### src/rtl/rs_issue_scheduler.sv
// rs_issue_scheduler: reservation station in front of the single ALU.
// Holds decoded ALU ops in a compacting age-ordered queue (slot 0 oldest),
// captures CDB broadcasts, and issues the oldest ready op through a
// registered valid/ready issue stage so at most one op is in flight.
module rs_issue_scheduler #(
  parameter int RS_ENTRIES   = 4,
  parameter int TAG_WIDTH    = 4,
  parameter int VAL_WIDTH    = 64,
  parameter int ALU_OP_WIDTH = 4
) (
  input  logic                              in_clk,
  input  logic                              in_rst_n,
  input  logic                              in_flush,
  input  logic                              in_disp_valid,
  output logic                              out_disp_ready,
  input  logic [ALU_OP_WIDTH-1:0]           in_disp_alu_op,
  input  logic                              in_disp_set_cc,
  input  logic [TAG_WIDTH-1:0]              in_disp_dst_tag,
  input  logic                              in_disp_src1_rdy,
  input  logic                              in_disp_src2_rdy,
  input  logic [TAG_WIDTH-1:0]              in_disp_src1_tag,
  input  logic [TAG_WIDTH-1:0]              in_disp_src2_tag,
  input  logic [VAL_WIDTH-1:0]              in_disp_src1_val,
  input  logic [VAL_WIDTH-1:0]              in_disp_src2_val,
  input  logic                              in_cdb_valid,
  input  logic [TAG_WIDTH-1:0]              in_cdb_tag,
  input  logic [VAL_WIDTH-1:0]              in_cdb_val,
  output logic                              out_issue_valid,
  input  logic                              in_issue_ready,
  output logic [ALU_OP_WIDTH-1:0]           out_issue_alu_op,
  output logic                              out_issue_set_cc,
  output logic [TAG_WIDTH-1:0]              out_issue_dst_tag,
  output logic [VAL_WIDTH-1:0]              out_issue_val_a,
  output logic [VAL_WIDTH-1:0]              out_issue_val_b,
  output logic [$clog2(RS_ENTRIES+1)-1:0]   out_occupancy
);

  localparam int OCC_W = $clog2(RS_ENTRIES + 1);
  localparam int IDX_W = (RS_ENTRIES > 1) ? $clog2(RS_ENTRIES) : 1;

  // Registered station state; validity is implied by slot index < occupancy.
  logic [OCC_W-1:0]        occ_reg, occ_next, occ_after;
  logic [ALU_OP_WIDTH-1:0] op_reg     [RS_ENTRIES];
  logic [ALU_OP_WIDTH-1:0] op_next    [RS_ENTRIES];
  logic                    cc_reg     [RS_ENTRIES];
  logic                    cc_next    [RS_ENTRIES];
  logic [TAG_WIDTH-1:0]    dst_reg    [RS_ENTRIES];
  logic [TAG_WIDTH-1:0]    dst_next   [RS_ENTRIES];
  logic                    s1_rdy_reg [RS_ENTRIES];
  logic                    s1_rdy_next[RS_ENTRIES];
  logic [TAG_WIDTH-1:0]    s1_tag_reg [RS_ENTRIES];
  logic [TAG_WIDTH-1:0]    s1_tag_next[RS_ENTRIES];
  logic [VAL_WIDTH-1:0]    s1_val_reg [RS_ENTRIES];
  logic [VAL_WIDTH-1:0]    s1_val_next[RS_ENTRIES];
  logic                    s2_rdy_reg [RS_ENTRIES];
  logic                    s2_rdy_next[RS_ENTRIES];
  logic [TAG_WIDTH-1:0]    s2_tag_reg [RS_ENTRIES];
  logic [TAG_WIDTH-1:0]    s2_tag_next[RS_ENTRIES];
  logic [VAL_WIDTH-1:0]    s2_val_reg [RS_ENTRIES];
  logic [VAL_WIDTH-1:0]    s2_val_next[RS_ENTRIES];

  // Per-slot view after this cycle's CDB capture, and registered readiness.
  logic                    w1_rdy [RS_ENTRIES];
  logic [VAL_WIDTH-1:0]    w1_val [RS_ENTRIES];
  logic                    w2_rdy [RS_ENTRIES];
  logic [VAL_WIDTH-1:0]    w2_val [RS_ENTRIES];
  logic [RS_ENTRIES-1:0]   ent_ready;

  logic                    sel_any, sel_fire, disp_fire;
  logic [IDX_W-1:0]        sel_idx;
  logic                    d1_rdy, d2_rdy;
  logic [VAL_WIDTH-1:0]    d1_val, d2_val;

  genvar gi;
  generate
    for (gi = 0; gi < RS_ENTRIES; gi++) begin : g_wake
      logic hit1, hit2;
      assign hit1 = in_cdb_valid & ~s1_rdy_reg[gi] & (s1_tag_reg[gi] == in_cdb_tag);
      assign hit2 = in_cdb_valid & ~s2_rdy_reg[gi] & (s2_tag_reg[gi] == in_cdb_tag);
      assign w1_rdy[gi] = s1_rdy_reg[gi] | hit1;
      assign w2_rdy[gi] = s2_rdy_reg[gi] | hit2;
      assign w1_val[gi] = hit1 ? in_cdb_val : s1_val_reg[gi];
      assign w2_val[gi] = hit2 ? in_cdb_val : s2_val_reg[gi];
      // Readiness uses registered state only, so a wakeup issues a cycle later.
      assign ent_ready[gi] = (OCC_W'(gi) < occ_reg) & s1_rdy_reg[gi] & s2_rdy_reg[gi];
    end
  endgenerate

  // Dispatch-time bypass of a CDB broadcast for a not-yet-ready source.
  assign d1_rdy = in_disp_src1_rdy | (in_cdb_valid & (in_disp_src1_tag == in_cdb_tag));
  assign d2_rdy = in_disp_src2_rdy | (in_cdb_valid & (in_disp_src2_tag == in_cdb_tag));
  assign d1_val = in_disp_src1_rdy ? in_disp_src1_val : in_cdb_val;
  assign d2_val = in_disp_src2_rdy ? in_disp_src2_val : in_cdb_val;

  assign out_disp_ready = (occ_reg < OCC_W'(RS_ENTRIES)) & ~in_flush;
  assign disp_fire      = in_disp_valid & out_disp_ready;
  assign sel_fire       = sel_any & (~out_issue_valid | in_issue_ready);
  assign occ_after      = occ_reg - OCC_W'(sel_fire);
  assign occ_next       = occ_after + OCC_W'(disp_fire);
  assign out_occupancy  = occ_reg;

  // Oldest-first select: scan high to low so the lowest ready index wins.
  always_comb begin
    sel_any = 1'b0;
    sel_idx = '0;
    for (int i = RS_ENTRIES - 1; i >= 0; i--) begin
      if (ent_ready[i]) begin
        sel_any = 1'b1;
        sel_idx = IDX_W'(i);
      end
    end
  end

  // Next slot contents: compact over the issued slot, then append dispatch at the tail.
  always_comb begin
    int src;
    src = 0;
    for (int i = 0; i < RS_ENTRIES; i++) begin
      src = i;
      if (sel_fire && (i >= int'(sel_idx)) && (i < RS_ENTRIES - 1)) src = i + 1;
      op_next[i]     = op_reg[src];
      cc_next[i]     = cc_reg[src];
      dst_next[i]    = dst_reg[src];
      s1_rdy_next[i] = w1_rdy[src];
      s1_tag_next[i] = s1_tag_reg[src];
      s1_val_next[i] = w1_val[src];
      s2_rdy_next[i] = w2_rdy[src];
      s2_tag_next[i] = s2_tag_reg[src];
      s2_val_next[i] = w2_val[src];
      if (disp_fire && (OCC_W'(i) == occ_after)) begin
        op_next[i]     = in_disp_alu_op;
        cc_next[i]     = in_disp_set_cc;
        dst_next[i]    = in_disp_dst_tag;
        s1_rdy_next[i] = d1_rdy;
        s1_tag_next[i] = in_disp_src1_tag;
        s1_val_next[i] = d1_val;
        s2_rdy_next[i] = d2_rdy;
        s2_tag_next[i] = in_disp_src2_tag;
        s2_val_next[i] = d2_val;
      end
    end
  end

  // Station state register; flush empties the queue and drops same-cycle traffic.
  always_ff @(posedge in_clk or negedge in_rst_n) begin
    if (!in_rst_n) begin
      occ_reg <= '0;
      for (int i = 0; i < RS_ENTRIES; i++) begin
        op_reg[i]     <= '0;
        cc_reg[i]     <= 1'b0;
        dst_reg[i]    <= '0;
        s1_rdy_reg[i] <= 1'b0;
        s1_tag_reg[i] <= '0;
        s1_val_reg[i] <= '0;
        s2_rdy_reg[i] <= 1'b0;
        s2_tag_reg[i] <= '0;
        s2_val_reg[i] <= '0;
      end
    end else if (in_flush) begin
      occ_reg <= '0;
    end else begin
      occ_reg <= occ_next;
      for (int i = 0; i < RS_ENTRIES; i++) begin
        op_reg[i]     <= op_next[i];
        cc_reg[i]     <= cc_next[i];
        dst_reg[i]    <= dst_next[i];
        s1_rdy_reg[i] <= s1_rdy_next[i];
        s1_tag_reg[i] <= s1_tag_next[i];
        s1_val_reg[i] <= s1_val_next[i];
        s2_rdy_reg[i] <= s2_rdy_next[i];
        s2_tag_reg[i] <= s2_tag_next[i];
        s2_val_reg[i] <= s2_val_next[i];
      end
    end
  end

  // Issue register: load on select, hold while stalled, clear when drained.
  always_ff @(posedge in_clk or negedge in_rst_n) begin
    if (!in_rst_n) begin
      out_issue_valid   <= 1'b0;
      out_issue_alu_op  <= '0;
      out_issue_set_cc  <= 1'b0;
      out_issue_dst_tag <= '0;
      out_issue_val_a   <= '0;
      out_issue_val_b   <= '0;
    end else if (in_flush) begin
      out_issue_valid <= 1'b0;
    end else if (sel_fire) begin
      out_issue_valid   <= 1'b1;
      out_issue_alu_op  <= op_reg[sel_idx];
      out_issue_set_cc  <= cc_reg[sel_idx];
      out_issue_dst_tag <= dst_reg[sel_idx];
      out_issue_val_a   <= s1_val_reg[sel_idx];
      out_issue_val_b   <= s2_val_reg[sel_idx];
    end else if (in_issue_ready) begin
      out_issue_valid <= 1'b0;
    end
  end

endmodule

### config.mk
export PLATFORM = sky130hd
export DESIGN_NAME = rs_issue_scheduler
export DESIGN_NICKNAME = d
export VERILOG_FILES = /design/src/rtl/rs_issue_scheduler.sv
export SDC_FILE = /design/constraint.sdc
export NUM_CORES = 2
export LEC_CHECK = 0
export BUFFER_PORTS_ARGS = -buffer_cell sky130_fd_sc_hd__buf_2
export CORE_MARGIN = 2
export CORE_UTILIZATION = 55
export DETAILED_ROUTE_END_ITERATION = 12
export PLACE_DENSITY = 0.74
export SLEW_MARGIN = 0
export SYNTH_ARGS = -nofsm -noshare
export SYNTH_HDL_FRONTEND = slang
export SYNTH_SLANG_ARGS = --single-unit
export TNS_END_PERCENT = 30
### constraint.sdc
create_clock -name in_clk -period 4.2 [get_ports in_clk]
set_input_delay 0.21 -clock in_clk [delete_from_list [all_inputs] [get_ports in_clk]]
set_output_delay 0.21 -clock in_clk [all_outputs]
set_load 0.02 [all_outputs]
# Yosys cells after proc, flatten, opt, wreduce, memory -nomap -nowiden
# Cells that the tools add are included.
word_totals:
  register_bits: 729
  in_bits: 221
  out_inout_bits: 142
  wordCells: 287
op_classes:
  n_lt_le_gt_ge: 12
  mux: 152
  n_addsub: 2
  bitwise_logic: 54
  reduce_logical: 11
  eq_ne: 13
op_table:
  columns: ["operator", "count"]
  rows:
  - ["64-bit 2-to-1 mux", 34]
  - ["64-bit binary-select mux with 2-bit select", 8]
  - ["4-bit 2-to-1 mux", 40]
  - ["4-bit binary-select mux with 2-bit select", 14]
  - ["32-bit by 3-bit >= comparator with 1-bit output (second input constant)", 3]
  - ["32-bit NOT", 3]
  - ["4-bit equality test", 10]
  - ["1-bit 2-to-1 mux", 40]
  - ["1-bit AND", 29]
  - ["1-bit binary-select mux with 2-bit select", 10]
  - ["1-bit OR", 11]
  - ["2-bit 2-to-1 mux", 5]
  - ["1-bit NOT", 10]
  - ["1-bit logical AND", 7]
  - ["2-bit by 3-bit equality test with 1-bit output (first input constant)", 2]
  - ["1-bit by 3-bit < comparator with 1-bit output (first input constant)", 2]
  - ["2-bit by 3-bit < comparator with 1-bit output (first input constant)", 2]
  - ["1-bit by 2-bit >= comparator with 1-bit output (first input constant)", 2]
  - ["2-bit AND reduction", 2]
  - ["3-bit by 1-bit adder with 3-bit output", 1]
  - ["1-bit by 3-bit equality test with 1-bit output (first input constant)", 1]
  - ["3-bit >= comparator (second input constant)", 1]
  - ["3-bit zero test", 1]
  - ["3-bit < comparator (second input constant)", 1]
  - ["other kinds (5)", 5]

# Logic depth before layout (Yosys ltp)
depth:
  ltp_word: 15
  depth_mapped: 17
  mapped_depth_nobuf: 12

# Worst setup path after synthesis
# Ideal clock, no wire load.
synth_timing:
  path_kind: "register -> register"
  from: "reg occ_reg[2] (netlist: out_occupancy[2])"
  to: "reg s1_tag_reg[14] (netlist bit)"
  setup_slack_ns: 0.780
  t_required_ns: 4.067
  path_buffers: 5
  setup_ns: 0.133
  stages_incl_launch_ff: 16
  t_arrival_ns: 3.287
  path_cell_list: "dfrtp_1 buf_6 o311ai_4 nand2_1 nor2_1 nor2_1 ha_1 ha_1 buf_2 nor2b_1 and2_1 clkbuf_1 clkbuf_1 buf_1 mux2i_1 o21ai_0"
synth_via:
  elab_chain_cells: 15
  elab_cells_between_ends: 35
  classes_between: "add/sub (1); order compare (6); mux (13); bitwise (12); reduce/logical (3)"
synth_lines:
  columns: ["element", "line_no", "source"]
  rows:
  - ["start: declaration", "42", "logic [OCC_W-1:0] occ_reg, occ_next, occ_after;"]
  - ["start signal: assignment", "162", "occ_reg <= occ_next;"]
  - ["2-bit by 3-bit < comparator with 1-bit output", "85", "assign ent_ready[gi] = (OCC_W'(gi) < occ_reg) & s1_rdy_reg[gi] & s2_rdy_reg[gi];"]
  - ["1-bit AND (2 in series)", "85", null]
  - ["2-bit 2-to-1 mux / 1-bit 2-to-1 mux (equally long branches) (4 in series)", "107", "if (ent_ready[i]) begin"]
  - ["1-bit by 2-bit >= comparator with 1-bit output / 1-bit AND (equally long branches)", "120, 97", null]
  - ["1-bit logical AND", "120", "if (sel_fire && (i >= int'(sel_idx)) && (i < RS_ENTRIES - 1)) src = i + 1;"]
  - ["1-bit 2-to-1 mux", "120", null]
  - ["32-bit NOT (not written as such)", "125", "s1_tag_next[i] = s1_tag_reg[src];"]
  - ["4-bit binary-select mux with 2-bit select", "125", null]
  - ["4-bit 2-to-1 mux (not written as such) (2 in series)", "125", null]
  - ["4-bit 2-to-1 mux (*)", "130", "if (disp_fire && (OCC_W'(i) == occ_after)) begin"]
  - ["end signal: indexed assignment", "168", "s1_tag_reg[i] <= s1_tag_next[i];"]
  - ["end: declaration", "51", "logic [TAG_WIDTH-1:0] s1_tag_reg [RS_ENTRIES];"]
# Every way passes the cells marked *; elsewhere a longest branch is shown, timed or not. The select of a mux whose other input is x is not followed.
# A chain may end at the register's enable or synchronous reset.

# Worst setup path after layout
layout_timing:
  from: "reg occ_reg[1] (netlist: out_occupancy[1])"
  to: "reg s1_val_reg[48] (netlist bit)"
layout_via:
  elab_chain_cells: 12
  elab_cells_between_ends: 24
  classes_between: "add/sub (1); order compare (5); eq/ne (1); mux (5); bitwise (11); reduce/logical (1)"
layout_lines:
  columns: ["element", "line_no", "source"]
  rows:
  - ["2-bit by 3-bit < comparator with 1-bit output", "85", null]
  - ["1-bit AND (2 in series)", "85", null]
  - ["1-bit 2-to-1 mux (4 in series)", "107", null]
  - ["1-bit AND", "97", "assign sel_fire = sel_any & (~out_issue_valid | in_issue_ready);"]
  - ["3-bit by 1-bit subtractor with 3-bit output", "98", "assign occ_after = occ_reg - OCC_W'(sel_fire);"]
  - ["2-bit by 3-bit equality test with 1-bit output", "130", null]
  - ["1-bit logical AND (*)", "130", null]
  - ["64-bit 2-to-1 mux (*)", "130", null]
  - ["end signal: indexed assignment", "169", "s1_val_reg[i] <= s1_val_next[i];"]
  - ["end: declaration", "53", "logic [VAL_WIDTH-1:0] s1_val_reg [RS_ENTRIES];"]
# Every way passes the cells marked *; elsewhere a longest branch is shown, timed or not.

==> qor.yml <==
arrival_ns: 4.59
drt_first_iter_violations: 6655
hp-class: "in -> reg"
path_max_fanout: 47
max_slew_margin_pct: 15.4
gr-total-overflow: 0
start_util_pct: 55.7
synth_edf_count: 0
coreArea_um2: 74700
startpoint_type: "register"
drt.antenna.violating_nets: 0
drive_gt1_share_pct: 20.1
cts.reportedPaths.clkPinSlew_ns: 0.06
drt-wirelength-per-cell_um: 29.1
tns_ns: 0
worst_pin_slew_ns: 1.27
antenna_found_initial: 6
critPathBufInv: 1
setup_viol: 0
status: "completed"
grt_usage_pct: 39.4
n_fill_cell: 5870
grt_pass1_vias: 38900
clkLatencyLatePin_ns: 0.65
synth_area_leaders: "dfrtp_1, mux2i_1, mux2_2"
fp.dieH_um: 279
powerDensity_nw_per_um2: 702
vias: 39600
routed_wirelength_mm: 158
power_leakage_nw: 23.5
syn_area_um2: 41600
die_x_um: 279
syn_nets: 4415
synth_ff_type: "dfrtp_1"
route.detailed.drc: 0
dieArea_um2: 77900
yosysTopAreaCell: "dfrtp_1"
endpoint_kind: "register"
drv_slew: 0
drt_first_pass_iters: 10
root_buffer: "clkbuf_16"
io_pins: 363
cts_buffers: 80
cp.required_ns: 4.74
max_freq_ghz: 0.247
syn_area_per_cell_um2: 9.93
num_rows: 100
drv_cap: 0
dp_hpwl_mm: 87.1
timing_hold_violations_final: 0
crit_slowest_cell: "nor3_4"
gp_congestion: 0.871
synthArstFlopShare_pct: 100
htree_levels: 3
synthCells: 4192
min_period_ns: 4.05
portBuffers: 362
critPathMaxStageDelay_ns: 0.82
crit_family: "simple AND/OR/NAND/NOR gates"
grt_pass1_wl_mm: 237
cts_setup_buffers: 0
vdd_drop_max_mv: 0.566
nets: 4630
viasPerCell: 7.29
cts_tree: "yes"
rrSetupSlack_ns: 0.15
fin_skew_ns: 0.0241
rsz0062_at_grt: "true"
syn2layout_area_growth_pct: 15.1
cts_num_sinks: 729
synth_top_area_share_pct: 43.8
ys_seq_elements: 729
grt_start_max_net_pins: 142
clk_path_buf_depth: 3
final_cell_mix: "dfrtp_1, nand2_1, mux2i_1, buf_2, o221ai_1"
final_common_cell: "dfrtp_1"
yosys_warnings: 0
final_util_pct: 64.1
critical_path_class: "reg -> reg"
crit_chain: "o211ai_1 -> nand2_1 -> nor2_1 -> nor2_1 -> ha_1 -> ha_1 -> nor2_4 -> nor3_4 -> buf_4 -> a22oi_1 -> o21ai_0"
synth.distinct_cells: 61
seq_area_frac_synth_pct: 43.8
finalCritPeriodShare_pct: 96.4
==> metrics by stage <==
stage                     cell area [um^2]  hold slack (ns)  power, W  instances  worst slack (ns)
after global placement               44000            0.375    0.0254       5164             0.442
after floorplan                      41600          -0.0856    0.0214       4192             0.780
final                                47900           0.0177    0.0336       5440             0.150
after global routing                 47900           0.0300    0.0353       5438           -0.0130
after detailed placement             44000            0.373    0.0258       5164             0.257
after CTS                            47900          0.00145    0.0331       5436             0.231
==> power breakdown <==
part	switching [W]	internal, W	total [W]
Clock	0.00303	0.00416	0.00719
Combinational	0.00812	0.00546	0.0136
Sequential	0.00260	0.0102	0.0128
==> worst min-delay path: cells and delay by family <==
family / cells / cell delay, ns
multiplexers: 1 / 0.18
buffers and inverters: 2 / 0.13
AO/OA/AOI/OAI: 1 / 0.10
==> routing by layer <==
metal	global-route usage [%]	wire length [um]	vias to the layer above
met5	0	33	-
met4	21.3	9210	6
met3	10.3	21100	638
met2	59.6	69800	3183
met1	51.9	58000	19400
li1	-	-	16400
==> kinds of logic (layout without fill, tap and decap cells) <==
family                   Yosys count  after routing  share of synthesized area (%)
AO/OA/AOI/OAI                   1299           1299                           23.6
XOR/XNOR                          30             30                          0.631
adder cells (fa/ha/maj)            2              2                         0.0601
buffers and inverters            549            824                           5.64
flip-flops                       729            729                           43.8
multiplexers                     719            719                           18.0
other                              0              4                              0
AND/OR/NAND/NOR                  864            864                           8.28
==> final timing paths <==
path                                      start              end  cells after the start
max in group asynchronous              in_rst_n  s1_val_reg[164]                      3
min                        in_disp_src2_val[47]   s2_val_reg[47]                      4
max                            out_occupancy[1]   s1_val_reg[48]                     11
min in group asynchronous              in_rst_n       dst_reg[6]                      2
min reg2reg                     s1_val_reg[214]  s1_val_reg[214]                      2
max reg2reg                    out_occupancy[1]   s1_val_reg[48]                     11
==> timing repair <==
action / 4_1_cts / 5_1_grt
endpoints found under the setup margin: 0 / 13
hold buffers: 130 / 0
endpoints found under the hold margin: 298 / 0
gates resized for setup: 0 / 2
==> Yosys cell counts (3+ instances only) <==
| cell type | instances |
|---|---|
| nor2_2 | 3 |
| a22oi_1 | 208 |
| a221o_1 | 10 |
| a21o_1 | 3 |
| a222oi_1 | 175 |
| a31o_2 | 4 |
| inv_1 | 79 |
| o21ai_1 | 68 |
| nand2_1 | 606 |
| o22ai_2 | 19 |
| nand4b_1 | 3 |
| buf_4 | 5 |
| nand3_1 | 11 |
| mux2i_1 | 487 |
| o221ai_1 | 268 |
| nor2b_1 | 4 |
| xor2_1 | 17 |
| and2_1 | 5 |
| mux2_2 | 232 |
| a21oi_1 | 63 |
| nor3_2 | 3 |
| nor3_1 | 33 |
| xnor2_1 | 13 |
| o21ai_0 | 213 |
| dfrtp_1 | 729 |
| a221oi_1 | 38 |
| o22ai_1 | 107 |
| a31oi_1 | 20 |
| buf_2 | 95 |
| buf_6 | 20 |
| a22o_1 | 37 |
| nand2b_1 | 5 |
| o2bb2ai_1 | 25 |
| a211oi_1 | 29 |
| nor2_1 | 175 |
| buf_1 | 36 |
| clkbuf_1 | 312 |
==> area by class of cell <==
type / count / area, um^2 / share of cell area, %
Clock inverter: 24 / 241 / 0.504
Antenna cell: 4 / 10.0 / 0.0209
Clock buffer: 118 / 2380 / 4.96
Inverter: 81 / 304 / 0.635
Timing Repair Buffer: 601 / 4270 / 8.92
Sequential cell: 729 / 18200 / 38.1
Multi-Input combinational cell: 2914 / 21200 / 44.3
Tap cell: 969 / 1210 / 2.53
Power figures use the tool's default switching activity.
